**config.mk**
```make
export PLATFORM = sky130hd
export DESIGN_NAME = ascon_perm_scheduler
export DESIGN_NICKNAME = d
export VERILOG_FILES = /design/src/rtl/ascon_perm_scheduler.sv
export SDC_FILE = /design/constraint.sdc
export NUM_CORES = 1
export LEC_CHECK = 0
export ABC_CLOCK_PERIOD_IN_PS = 1800
export BUFFER_PORTS_ARGS = -buffer_cell sky130_fd_sc_hd__buf_2
export CORE_AREA = 2 2 629 631
export DETAILED_ROUTE_END_ITERATION = 7
export DIE_AREA = 0 0 631 633
export PLACE_DENSITY = 0.3
export SYNTH_ARGS = -nofsm -noshare
export SYNTH_HDL_FRONTEND = slang
export SYNTH_SLANG_ARGS = --single-unit
```
**constraint.sdc**
```tcl
create_clock -name clk -period 1.8 [get_ports clk]
set_clock_uncertainty 0.05 [all_clocks]
set_input_delay 0.36 -clock clk [delete_from_list [all_inputs] [get_ports clk]]
set_output_delay 0.36 -clock clk [all_outputs]
set_load 0.02 [all_outputs]
```
**src/rtl/ascon_perm_scheduler.sv**
```systemverilog
// ascon_perm_scheduler
// Shares one combinational Ascon round core between two requesters. A
// round-robin arbiter accepts one job at a time in IDLE. The scheduler owns
// the state register and applies one round per clock while stepping the
// round-constant index. It then reports the permuted state with a
// one-cycle done pulse that is tagged with the owning requester.
//
// Ports
//   clk, rst          clock (rising edge), asynchronous active-low reset
//   reqN_valid/ready  job handshake; ready is combinational and only high in IDLE
//   reqN_state        input state for requester N
//   reqN_rounds       round count for requester N; counts above ROUNDS_MAX are clamped
//   core_state_o      state register, fed to the round core
//   core_rc_idx       round-constant index, fed to the round core
//   core_state_i      round core output (combinational)
//   done, done_id     one-cycle result pulse and the requester that owns it
//   result            permuted state; same as core_state_o, held until next accept
//   busy              high in RUN and DONE
module ascon_perm_scheduler #(
   parameter int STATE_W    = 320,
   parameter int ROUNDS_MAX = 12
) (
   input  logic               clk,
   input  logic               rst,
   input  logic               req0_valid,
   output logic               req0_ready,
   input  logic [STATE_W-1:0] req0_state,
   input  logic [4:0]         req0_rounds,
   input  logic               req1_valid,
   output logic               req1_ready,
   input  logic [STATE_W-1:0] req1_state,
   input  logic [4:0]         req1_rounds,
   output logic [STATE_W-1:0] core_state_o,
   output logic [3:0]         core_rc_idx,
   input  logic [STATE_W-1:0] core_state_i,
   output logic               done,
   output logic               done_id,
   output logic [STATE_W-1:0] result,
   output logic               busy
);

   localparam logic [4:0] RMAX = 5'(ROUNDS_MAX);

   typedef enum logic [1:0] {IDLE, RUN, DONE} fsm_t;

   fsm_t               fsm_q, fsm_d;
   logic [STATE_W-1:0] st_q;
   logic [3:0]         rc_q;
   logic [4:0]         rem_q;
   logic               last_grant;
   logic               id_q;
   logic               idle;
   logic               grant;
   logic               grant_id;
   logic [4:0]         sel_rounds;
   logic [4:0]         r_clamp;
   logic [STATE_W-1:0] sel_state;

   // Mux the granted request. The readys are one-hot, so req1_ready alone
   // identifies the winner.
   always_comb begin
      grant      = req0_ready | req1_ready;
      grant_id   = req1_ready;
      sel_rounds = grant_id ? req1_rounds : req0_rounds;
      sel_state  = grant_id ? req1_state  : req0_state;
      r_clamp    = (sel_rounds > RMAX) ? RMAX : sel_rounds;
   end

   // FSM state register
   always_ff @(posedge clk or negedge rst) begin
      if (!rst) fsm_q <= IDLE;
      else      fsm_q <= fsm_d;
   end

   // FSM next state
   always_comb begin
      fsm_d = fsm_q;
      case (fsm_q)
         IDLE:    if (grant) fsm_d = (r_clamp == 5'd0) ? DONE : RUN;
         RUN:     if (rem_q == 5'd1) fsm_d = DONE;
         DONE:    fsm_d = IDLE;
         default: fsm_d = IDLE;
      endcase
   end

   // FSM outputs. When both requesters are valid, the one that did not win
   // last time gets the grant. Gating with rst keeps the readys low while
   // reset is held.
   always_comb begin
      idle       = (fsm_q == IDLE) && rst;
      req0_ready = idle && req0_valid && (!req1_valid || last_grant);
      req1_ready = idle && req1_valid && (!req0_valid || !last_grant);
      done       = (fsm_q == DONE);
      busy       = (fsm_q != IDLE);
   end

   // Datapath: load on accept, apply one core round per RUN cycle. The
   // index starts at ROUNDS_MAX-r, so the last round always uses index
   // ROUNDS_MAX-1.
   always_ff @(posedge clk or negedge rst) begin
      if (!rst) begin
         st_q       <= '0;
         rc_q       <= '0;
         rem_q      <= '0;
         last_grant <= 1'b1;
         id_q       <= 1'b0;
      end else begin
         case (fsm_q)
            IDLE: begin
               if (grant) begin
                  st_q       <= sel_state;
                  last_grant <= grant_id;
                  id_q       <= grant_id;
                  rc_q       <= 4'(RMAX - r_clamp);
                  rem_q      <= r_clamp;
               end
            end
            RUN: begin
               st_q  <= core_state_i;
               rc_q  <= rc_q + 4'd1;
               rem_q <= rem_q - 5'd1;
            end
            DONE:    rc_q <= '0;
            default: rc_q <= '0;
         endcase
      end
   end

   assign core_state_o = st_q;
   assign result       = st_q;
   assign core_rc_idx  = rc_q;
   assign done_id      = id_q;

endmodule

```
; Word level (Yosys, flattened, before mapping)
; Index checks and enable logic that the tools add are counted.
[op_classes]
bitwise_logic = 1
eq_ne = 5
muxes = 13
magnitude_cmp = 1
addsub = 3
reduce_logical = 17
[ops]
columns = op, n
row1 = 320-bit 2-to-1 mux, 2
row2 = 320-bit case mux with 2 select lines, 1
row3 = 5-bit 2-to-1 mux, 3
row4 = 5-bit case mux with 2 select lines, 1
row5 = 4-bit case mux with 2 select lines, 1
row6 = 2-bit 2-to-1 mux, 3
row7 = 2-bit AND reduction, 3
row8 = 5-bit by 1-bit equality test with 1-bit output (second input constant), 1
row9 = 5-bit by 4-bit greater-than comparator with 1-bit output (second input constant), 1
row10 = 1-bit logical AND, 5
row11 = 5-bit zero test, 1
row12 = 5-bit by 1-bit subtractor with 5-bit output (second input constant), 1
row13 = 4-bit by 1-bit adder with 4-bit output (second input constant), 1
row14 = 4-bit 2-to-1 mux, 1
row15 = 2-bit inequality test (second input constant), 2
row16 = 2-bit case mux with 2 select lines, 1
row17 = 2-bit nonzero test, 2
row18 = 4-bit subtractor (first input constant), 1
row19 = 1-bit zero test, 3
row20 = 2-bit by 1-bit equality test with 1-bit output (second input constant), 1
row21 = 2-bit equality test (second input constant), 1
row22 = 2-bit zero test, 1
row23 = 1-bit logical OR, 2
row24 = 1-bit bitwise OR, 1
[totals]
register_bits = 333
in_bits = 974
out_inout_bits = 649
wordCells = 46

; Depth between registers and ports, before layout
; Gate-level depths: netlist of the first run.
[depth]
ltp_word = 11
mapped_depth = 9
depth_no_buf = 6

; Worst setup path after synthesis of the first run
; No wires, ideal clock.
[synth_path]
path_type = register to register
startpoint = register last_grant
endpoint = register rc_q[2] (netlist: core_rc_idx[2])
t_arrival_ns = 1.808
period_less_slack_ns = 1.948
path_buffers = 3
stages_incl_launch_ff = 10
setup_slack_ns = -0.148
required_time_ns = 1.660
setup_time_ns = 0.090
path_cell_list = dfstp_2 a21boi_2 buf_6 nand2_4 buf_4 buf_6 a31oi_1 ha_1 a2111o_1 o221ai_1
[synth_via]
elab_chain_cells = 9
elab_cells_between_ends = 13
cone_classes = 1 x add/sub / 1 x order compare / 1 x eq/ne / 4 x mux / 1 x bitwise / 5 x reduce/logical
[synth_lines]
columns = item, line_no
row1 = start: declaration, 50  ; logic last_grant;
row2 = start signal: assignment, 112  ; last_grant <= grant_id;
row3 = 1-bit zero test, 92  ; req1_ready = idle && req1_valid && (!req0_valid || !last_grant);
row4 = 1-bit logical OR, 92
row5 = 1-bit logical AND, 92
row6 = 5-bit 2-to-1 mux, 64  ; sel_rounds = grant_id ? req1_rounds : req0_rounds;
row7 = 5-bit by 4-bit greater-than comparator with 1-bit output, 66  ; r_clamp = (sel_rounds > RMAX) ? RMAX : sel_rounds;
row8 = 5-bit 2-to-1 mux, 66
row9 = 4-bit subtractor, 114  ; rc_q <= 4'(RMAX - r_clamp);
row10 = 4-bit 2-to-1 mux, 110  ; if (grant) begin
row11 = 4-bit case mux with 2 select lines, 108  ; case (fsm_q)
row12 = end signal: assignment, 114
row13 = end signal: assignment, 120  ; rc_q <= rc_q + 4'd1;
row14 = end: declaration, 48  ; logic [3:0] rc_q;
; Several ways; a longest one is shown, not always the timed one. The select of a mux whose other input is x is not followed.
; A chain may end at the register's enable or synchronous reset.

; Final worst setup path of the first run
[layout_path]
startpoint = register fsm_q[0]
endpoint = output port req0_ready
[layout_via]
elab_chain_cells = 4
[layout_lines]
columns = item, line_no
row1 = start: declaration, 46  ; fsm_t fsm_q, fsm_d;
row2 = start signal: assignment, 72  ; else fsm_q <= fsm_d;
row3 = 2-bit zero test, 90  ; idle = (fsm_q == IDLE) && rst;
row4 = 1-bit logical AND, 90
row5 = 1-bit logical AND (2 in a row), 91  ; req0_ready = idle && req0_valid && (!req1_valid || last_grant);
row6 = end: declaration, 26  ; output logic req0_ready,
; Every way passes these cells.

==> results of run 1 <==
==> registers in the layout, indices dropped and copies added, names as in the netlist <==
name / flops
core_state_o: 320
fsm_q: 2
rem_q: 5
last_grant: 1
done_id: 1
core_rc_idx: 4
==> report_power, final <==
group	switching (mW)	internal (mW)
sequential	6.06	11.4
combinational	49.9	30.9
clock	4.72	6.18
==> critical path: stages, from the launching register on <==
cell                      delay [ns]
sky130_fd_sc_hd__dfrtp_2        0.43
sky130_fd_sc_hd__buf_6          0.14
sky130_fd_sc_hd__or3b_4         0.38
sky130_fd_sc_hd__buf_6          0.13
sky130_fd_sc_hd__nor2_4         0.11
sky130_fd_sc_hd__buf_6          0.15
==> layer usage <==
layer | track usage (%) | vias to the layer above
li1 | - | 13800
met3 | 8.86 | 597
met2 | 28.4 | 1807
met4 | 5.13 | 98
met1 | 16.4 | 16500
met5 | 0 | -
==> worst paths after layout <==
check,cells after the start,to
max in group asynchronous,5,core_state_o[112]
setup reg to reg,14,core_state_o[79]
hold / removal,2,rem_q[2]
min in group clk,4,core_state_o[43]
setup / recovery,5,req0_ready
hold reg to reg,2,done_id
==> timing repair <==
action | CTS | global route
cloned | 67 | 66
buffers inserted | 90 | 47
hold endpoints to repair | 451 | 80
resized for setup | 349 | 759
endpoints found under the setup margin | 974 | 889
pin swaps | 65 | 218
==> cell families (layout without fill, tap and decap cells) <==
logic type               Yosys count  after routing  synth area share, %
multiplexers                       1              1               0.0419
buffers and inverters            581           2876                 16.1
AND/OR/NAND/NOR                 1000           1000                 19.4
adder cells (fa/ha/maj)            4              4                0.209
flip-flops                       333            333                 34.9
AO/OA/AOI/OAI                    678            678                 29.2
other                              0            125                    0
XOR/XNOR                           3              3                0.110
==> cell type report <==
cell class,count,share of cell area [%]
Clock inverter,10,0.223
Sequential cell,333,15.0
Clock buffer,83,2.83
Inverter,7,0.0699
Tap cell,5220,11.8
Antenna cell,125,0.564
Multi-Input combinational cell,1686,27.8
Timing Repair Buffer,2776,41.7
==> placed cells by master (no fill, tap or decap), types with 3 or more instances in the layout <==
cell type,netlist,routed
sky130_fd_sc_hd__clkbuf_8,0,15
sky130_fd_sc_hd__buf_2,112,1604
sky130_fd_sc_hd__o21ai_0,7,7
sky130_fd_sc_hd__o31ai_1,134,41
sky130_fd_sc_hd__a211oi_4,0,72
sky130_fd_sc_hd__buf_4,326,131
sky130_fd_sc_hd__nand2_2,0,32
sky130_fd_sc_hd__o31ai_2,186,164
sky130_fd_sc_hd__a31oi_1,4,4
sky130_fd_sc_hd__a211oi_2,193,187
sky130_fd_sc_hd__a211oi_1,128,62
sky130_fd_sc_hd__nor2_4,2,63
sky130_fd_sc_hd__dfrtp_1,332,330
sky130_fd_sc_hd__ha_1,4,3
sky130_fd_sc_hd__clkbuf_16,0,99
sky130_fd_sc_hd__bufbuf_16,0,3
sky130_fd_sc_hd__nor2_2,0,42
sky130_fd_sc_hd__buf_6,40,60
sky130_fd_sc_hd__buf_12,0,114
sky130_fd_sc_hd__inv_1,6,5
sky130_fd_sc_hd__nor2_1,330,227
sky130_fd_sc_hd__clkbuf_1,92,16
sky130_fd_sc_hd__o31ai_4,0,115
sky130_fd_sc_hd__o211ai_1,3,3
sky130_fd_sc_hd__and3_2,0,5
sky130_fd_sc_hd__buf_16,0,86
sky130_fd_sc_hd__nand2_1,331,219
sky130_fd_sc_hd__dlygate4sd3_1,0,691
sky130_fd_sc_hd__and3_1,321,301
sky130_fd_sc_hd__a21oi_1,6,6
sky130_fd_sc_hd__buf_8,0,40
sky130_fd_sc_hd__nand2_4,1,80
sky130_fd_sc_hd__and3_4,0,15
sky130_fd_sc_hd__clkinv_2,0,3
sky130_fd_sc_hd__diode_2,0,125
==> metrics by stage <==
stage          utilization, %  total power [mW]  setup slack, ns  cell area [µm²]  TNS [ns]
2_1_floorplan               -              45.6          -0.0575            23900    -0.113
3_3_place_gp             9.51              74.3           -0.577            37300   -133.83
3_5_place_dp             9.51              74.4           -0.565            37300   -131.77
4_1_cts                  12.8              98.7           -0.840            50200   -249.75
5_1_grt                  14.1               114           -0.791            55300   -257.10
6_report                 14.1               109           -0.692            55500   -191.59
==> summary.md, run 1 <==
The flow ran to the end, but the final reports show violations. The final reports fail on hold timing, setup timing. Registers take 8340 µm². After detailed routing, the number of remaining DRC violations is 0. For the total instance count after detailed placement, the log shows 9,090. In this run the clock root is driven by a sky130_fd_sc_hd__clkbuf_16.

The worst path arrival time is 2.08 ns. Horizontal extent of the die: 631 µm. For the detailed-route wire length, the log shows 353,000 µm. The final net count was 5,834. By area the synthesized netlist is led by sky130_fd_sc_hd__dfrtp_1 35%, sky130_fd_sc_hd__buf_4 10%, sky130_fd_sc_hd__a211oi_2 10%. The worst min-delay path class is primary input to async pin. The startpoint identified for the worst register-to-register timing path is fsm_q[0].

Ranked by instance count, the synthesized netlist is headed by 332 x sky130_fd_sc_hd__dfrtp_1, 331 x sky130_fd_sc_hd__nand2_1, 330 x sky130_fd_sc_hd__nor2_1. The power density over the cells was 1970 nW/µm². The highest metal layer with signal wires is met5. Mean cell area of the mapped netlist: 9.19 µm². The startpoint type of the worst setup path is a flip-flop.

The post-synthesis instance area is 23,900 µm², and the CTS clock-pin slew for the worst setup and hold paths is 0.07 ns. The worst setup margin is -0.692 ns. The leftover overflow at the end of global routing is 0. Max-slew violation total from the final report: 0. Before antenna repair, the detailed router went through 7 iterations. Number of nets in the synthesized netlist: 3,578. Detailed routing placed a total of 45,300 µm of wire on met3. Setup violations remaining at the end of the flow were counted as 724.

The transition at the pin with the smallest max-transition slack works out to 0.986 ns. Final routed wire length divided by cell count: 34.5 µm. Static timing analysis puts the maximum clock frequency at 401 MHz. For this design the top-level I/O count stands at 1,623. Buffers inserted during clock tree synthesis total 52. The maximum root-to-sink buffer count came out at 3.

The run gives 91 as the number of hold violations in the final report. For the number of placement rows, the log shows 230. For the count of max-cap constraint violations, the log shows 0. The number of global-route vias before repair is 32,000, and the area of the die is 399,000 µm². At the later pin of the worst-skew pair, clock insertion delay measures 0.72 ns. Summing all multi-input logic gate instances after layout gives 15,400 µm². The largest net degree at the start of global routing was 92; the normalized max-slew margin was 34.1%. TritonCTS built the clock tree. Vertical die dimension: 633 µm. Once detail routing completed, the nets flagged for antenna violations numbered 0. Setup repair after global routing could not meet its margin everywhere.

The number of antenna violations at the first check in global routing was 222. Counting flops with a built-in enable in the synthesized netlist gives 0. For the count of placed standard cells in the final layout, fillers left out, the log shows 10,200.

STA classifies the critical path endpoint as a primary output. The hold-fix buffer count after cts came out at 692. For the maximum level of the CTS H-tree, the log shows 2. VDD sags by at most 1.04 mV.

At the end of routability-driven placement, the weighted congestion stood at 0.904. Among all cell types in the netlist, the one instantiated most often is sky130_fd_sc_hd__dfrtp_1. Summed over all cells, the static leakage comes to 24.3 nW. Of all nets on the critical path, the largest fanout is 3. During synthesis, Yosys emitted a total of 0 warnings. The critical setup path kind is flip-flop to primary output. The tools report the number of vias in the routed layout as 32,800. The synthesized design contains 333 register bits. The share of Yosys cell area claimed by the top area cell type was 34.8%; the fraction of layout instances using a drive strength above 1 was 60.3%.

After layout, the worst path uses 138% of the clock period. For this run, the leading register cell type out of synthesis is sky130_fd_sc_hd__dfrtp_1. The biggest area contributor in the post-synthesis netlist is sky130_fd_sc_hd__dfrtp_1. Count of different cell masters after synthesis: 55.

The share of the Yosys chip area taken by registers is 34.9%. The initial utilization of the core area, before any placement, comes to 6.10%. The signed area change from the synthesized netlist to the final layout is 132%, and the global-route usage over all layers is 16.2%. Using the TritonRoute via totals, the vias-per-cell ratio works out to 3.20.

In the synthesized netlist the async set-or-reset flop fraction comes to 100%. The clock net in this run drives a total of 333 sinks. After legalization and detailed placement, the total HPWL measured 286,000 µm. The clock period minus final worst setup slack was 2.49 ns; the wire length the detailed router placed on met1 was 120,000 µm. Detailed routing placed a total of 172,000 µm of wire on met2. Buffers placed on the I/O ports in this run total 1,622. The hold slack was -0.471 ns; the area of the placeable core was 392,000 µm². The setup check on the worst reg-to-reg path leaves a slack of -0.59 ns. The startpoint of the most critical setup path is fsm_q[0]. The tools report the starting DRC count in detailed routing as 2,127. Data on the critical path is required at its endpoint by 1.39 ns.

The first global-routing pass estimated 409,000 µm of wire. The gate count of the mapped netlist came out at 2,600. Filler cell count: 44,700.
Note: power is estimated with default switching activity, not from simulation.
==> run 2: changes to the inputs <==
Settings changed: GPL_TIMING_DRIVEN set to 0, SLEW_MARGIN set to 10.
==> run 2 against run 1 <==
Compared with the run above: the run ends with setup timing left; clock power increased by 4%; clock-buffer cell count is 4 higher; via count is 1.2% higher; highest routed layer unchanged.
==> summary.md, run 2 (synthesized netlist as in run 1, its figures left out) <==
For the final net count, the log shows 6,140 (+5.2%). The final clock period utilization by the worst path came out at 134% (-4.1 points). Startpoint of the most critical setup path: fsm_q[0]. The worst setup path is of the flip-flop to primary output kind. The post-route DRC violation count is 0 (unchanged), and the CTS clock-pin slew for the worst setup and hold paths is 0.06 ns (about the same). The run gives 45,100 (+0.77%) as the filler cell count. The wire length of the first global-routing pass is 428,000 µm (+4.6%), and the average via count per standard cell is 3.15 (-1.5%). Effective utilization at floorplan: 6.10% (unchanged). The clock period minus final worst setup slack works out to 2.42 ns (-0.0737 ns). The checks that failed: setup timing. The transition at the pin with the smallest max-transition slack is 0.855 ns (-0.131 ns). The length in cells of the worst reg-to-reg path works out to 9 (-5). The signed area change from the synthesized netlist to the final layout came out at 130%.

The run gives 360,000 µm (+2.1%) as the detailed-route wire length. The startpoint of the worst register-to-register path is fsm_q[1]. Number of detailed-routing iterations run before antenna repair: 5 (-2). The tools report the largest net degree at the start of global routing as 88 (-4.3%). The count of port buffers added during placement was 1,622 (unchanged); the count of final setup violators was 846 (+17%). TritonCTS built the clock tree. The worst setup timing slack at the placement stage was -2.19 ns (-1.63 ns). The logs give 1,701 (-20%) for the starting DRC count in detailed routing and 0 (unchanged) for the count of max-cap constraint violations. Highest net fanout along the worst path: 3 (unchanged).

The run gives 33,800 (+5.7%) as the number of global-route vias before repair. The normalized max-slew margin was 42.8% (+8.7 points). The tools report the post-route total power as 103 mW (-5.7%). The run gives 10,500 (+2.7%) as the count of placed standard cells in the final layout, fillers left out. The power density over the cells came out at 1880 nW/µm² (-4.7%).

The maximum root-to-sink buffer count was 3 (unchanged). The flip-flop count of the largest register after layout is 320 (unchanged). Leaving out fill and tap cells, the most frequent cells in the layout are 1,628 x sky130_fd_sc_hd__buf_2, 727 x sky130_fd_sc_hd__dlygate4sd3_1, 387 x sky130_fd_sc_hd__buf_4, 329 x sky130_fd_sc_hd__nor2_1, 324 x sky130_fd_sc_hd__nand2_1. The run finished, with violations left.

For the total instance count after detailed placement, the log shows 9,447 (+3.9%). For the total leakage power, the log shows 24.3 nW (about the same). The worst setup path is launched from a flip-flop. The maximum level of the CTS H-tree was 2 (unchanged).

The tools report the peak clock frequency supported by timing as 414 MHz (+3.0%). Setup repair after global routing could not meet its margin everywhere. The type of element capturing the critical path is a primary output. The number of placement rows was 230 (unchanged); the maximum VDD drop was 0.869 mV (-17%). The worst setup margin is -0.618 ns (+0.0737 ns), and the number of vias in the routed layout is 33,200 (+1.2%).

Leaving out fill and tap cells, the most frequent cell in the layout is sky130_fd_sc_hd__buf_2. The number of sinks on the clock net was 333 (unchanged). The area of the placeable core is 392,000 µm² (unchanged), and the leftover overflow at the end of global routing is 0 (unchanged). The number of nets with antenna violations after detailed routing is 0 (unchanged), and the final routed wire length divided by cell count is 34.2 µm (-0.61%). The global placement routability congestion is 0.951 (+5.3%). Buffer cell driving the clock tree root: sky130_fd_sc_hd__clkbuf_16. For the number of antenna violations at the first check in global routing, the log shows 204 (-8.1%).

The horizontal extent of the die is 631 µm (unchanged), and the area of the die is 399,000 µm² (unchanged). The tightest min-delay check is of the primary input to async pin type. Slack of the worst reg-to-reg path: -0.60 ns (about the same). The boundary pin count was 1,623 (unchanged). The vertical die dimension is 633 µm (unchanged). The tools report the post-detailed-placement half-perimeter wirelength as 312,000 µm (+9.0%).

Number of buffers created by CTS: 54 (+3.8%). The fraction of layout instances using a drive strength above 1 was 60.9% (+0.56 points). The endpoint identified for the worst register-to-register timing path is core_state_o[121]. Max-slew violation total from the final report: 0 (unchanged). The worst path arrival time is 2.01 ns (-0.07 ns), and the number of hold violations in the final report is 0 (-100%). The later-pin clock latency in the skew report came out at 0.73 ns (about the same). Combined flip-flop and latch cell area: 8360 µm² (+0.27%). The required time of the worst setup path came out at 1.39 ns (about the same). The global-route usage over all layers was 17.0% (+0.74 points); the multi-input combinational cell area was 14,000 µm² (-9.2%).
==> run 2: cell count changes in the layout (fill, tap and decap cells not counted), moves of 65 or more <==
cell / change
sky130_fd_sc_hd__o31ai_1: +65
sky130_fd_sc_hd__nand2_1: +105
sky130_fd_sc_hd__and3_4: +149
sky130_fd_sc_hd__nor2_1: +102
sky130_fd_sc_hd__nand2_4: -78
sky130_fd_sc_hd__and3_1: -171
sky130_fd_sc_hd__buf_4: +256
sky130_fd_sc_hd__o31ai_4: -106
==> run 2: how the worst max path moves through the flow <==
stage | slack, ns | to
6_report | -0.62 | req0_ready
3_5_place_dp | -2.19 | core_state_o[317]
3_3_place_gp | -9.33 | core_state_o[317]
5_1_grt | -0.69 | req0_ready
2_1_floorplan | -0.06 | core_rc_idx[1]
4_1_cts | -0.71 | req0_ready
==> run 2: power by group <==
group	total, mW	switching (mW)	internal (mW)
Clock	11.3	4.90	6.45
Combinational	73.0	45.2	27.8
Sequential	18.6	7.24	11.4
==> run 2: per-layer routing <==
layer | track usage (%) | vias to the layer above | routed length (µm)
met5 | 0 | - | 591
met4 | 5.79 | 86 | 14600
met3 | 7.74 | 559 | 38100
met2 | 29.8 | 1604 | 178000
met1 | 17.9 | 16700 | 129000
li1 | - | 14300 | -
==> run 2: critical path: stages (launching register included) <==
cell and delay (ns):
sky130_fd_sc_hd__dfrtp_2 0.44, sky130_fd_sc_hd__buf_6 0.13, sky130_fd_sc_hd__or3b_4 0.42, sky130_fd_sc_hd__nor2_4 0.12
sky130_fd_sc_hd__buf_6 0.16
==> run 2: timing repair <==
| item | CTS | global route |
|---|---|---|
| gates cloned | 21 | 24 |
| gates resized for setup | 564 | 668 |
| setup buffers | 55 | 64 |
| setup endpoints to repair | 982 | 957 |
| endpoints found under the hold margin | 491 | 166 |
| hold buffers | 726 | 10 |
| pin swaps | 126 | 297 |
==> run 2: area by class of cell <==
cell class / count / share of cell area (%)
plain buffers: 557 / 9.42
flip-flops and latches: 333 / 15.2
inverters: 7 / 0.0661
diodes: 92 / 0.419
well taps: 5220 / 11.9
clock inverters: 13 / 0.221
clock buffers: 87 / 3.05
repair buffers: 2523 / 34.2
multi-input cells: 1686 / 25.5
==> run 2: per-stage QoR <==
step	utilization (%)	hold slack [ns]	area [µm²]	setup TNS (ns)
2_1_floorplan	-	0.0144	23900	-0.113
3_3_place_gp	9.84	0.414	38600	-5732.02
3_5_place_dp	9.87	0.202	38700	-537.41
4_1_cts	13.0	-0.585	50900	-278.99
5_1_grt	14.0	0.0345	54800	-268.94
6_report	14.0	0.0621	54900	-200.13
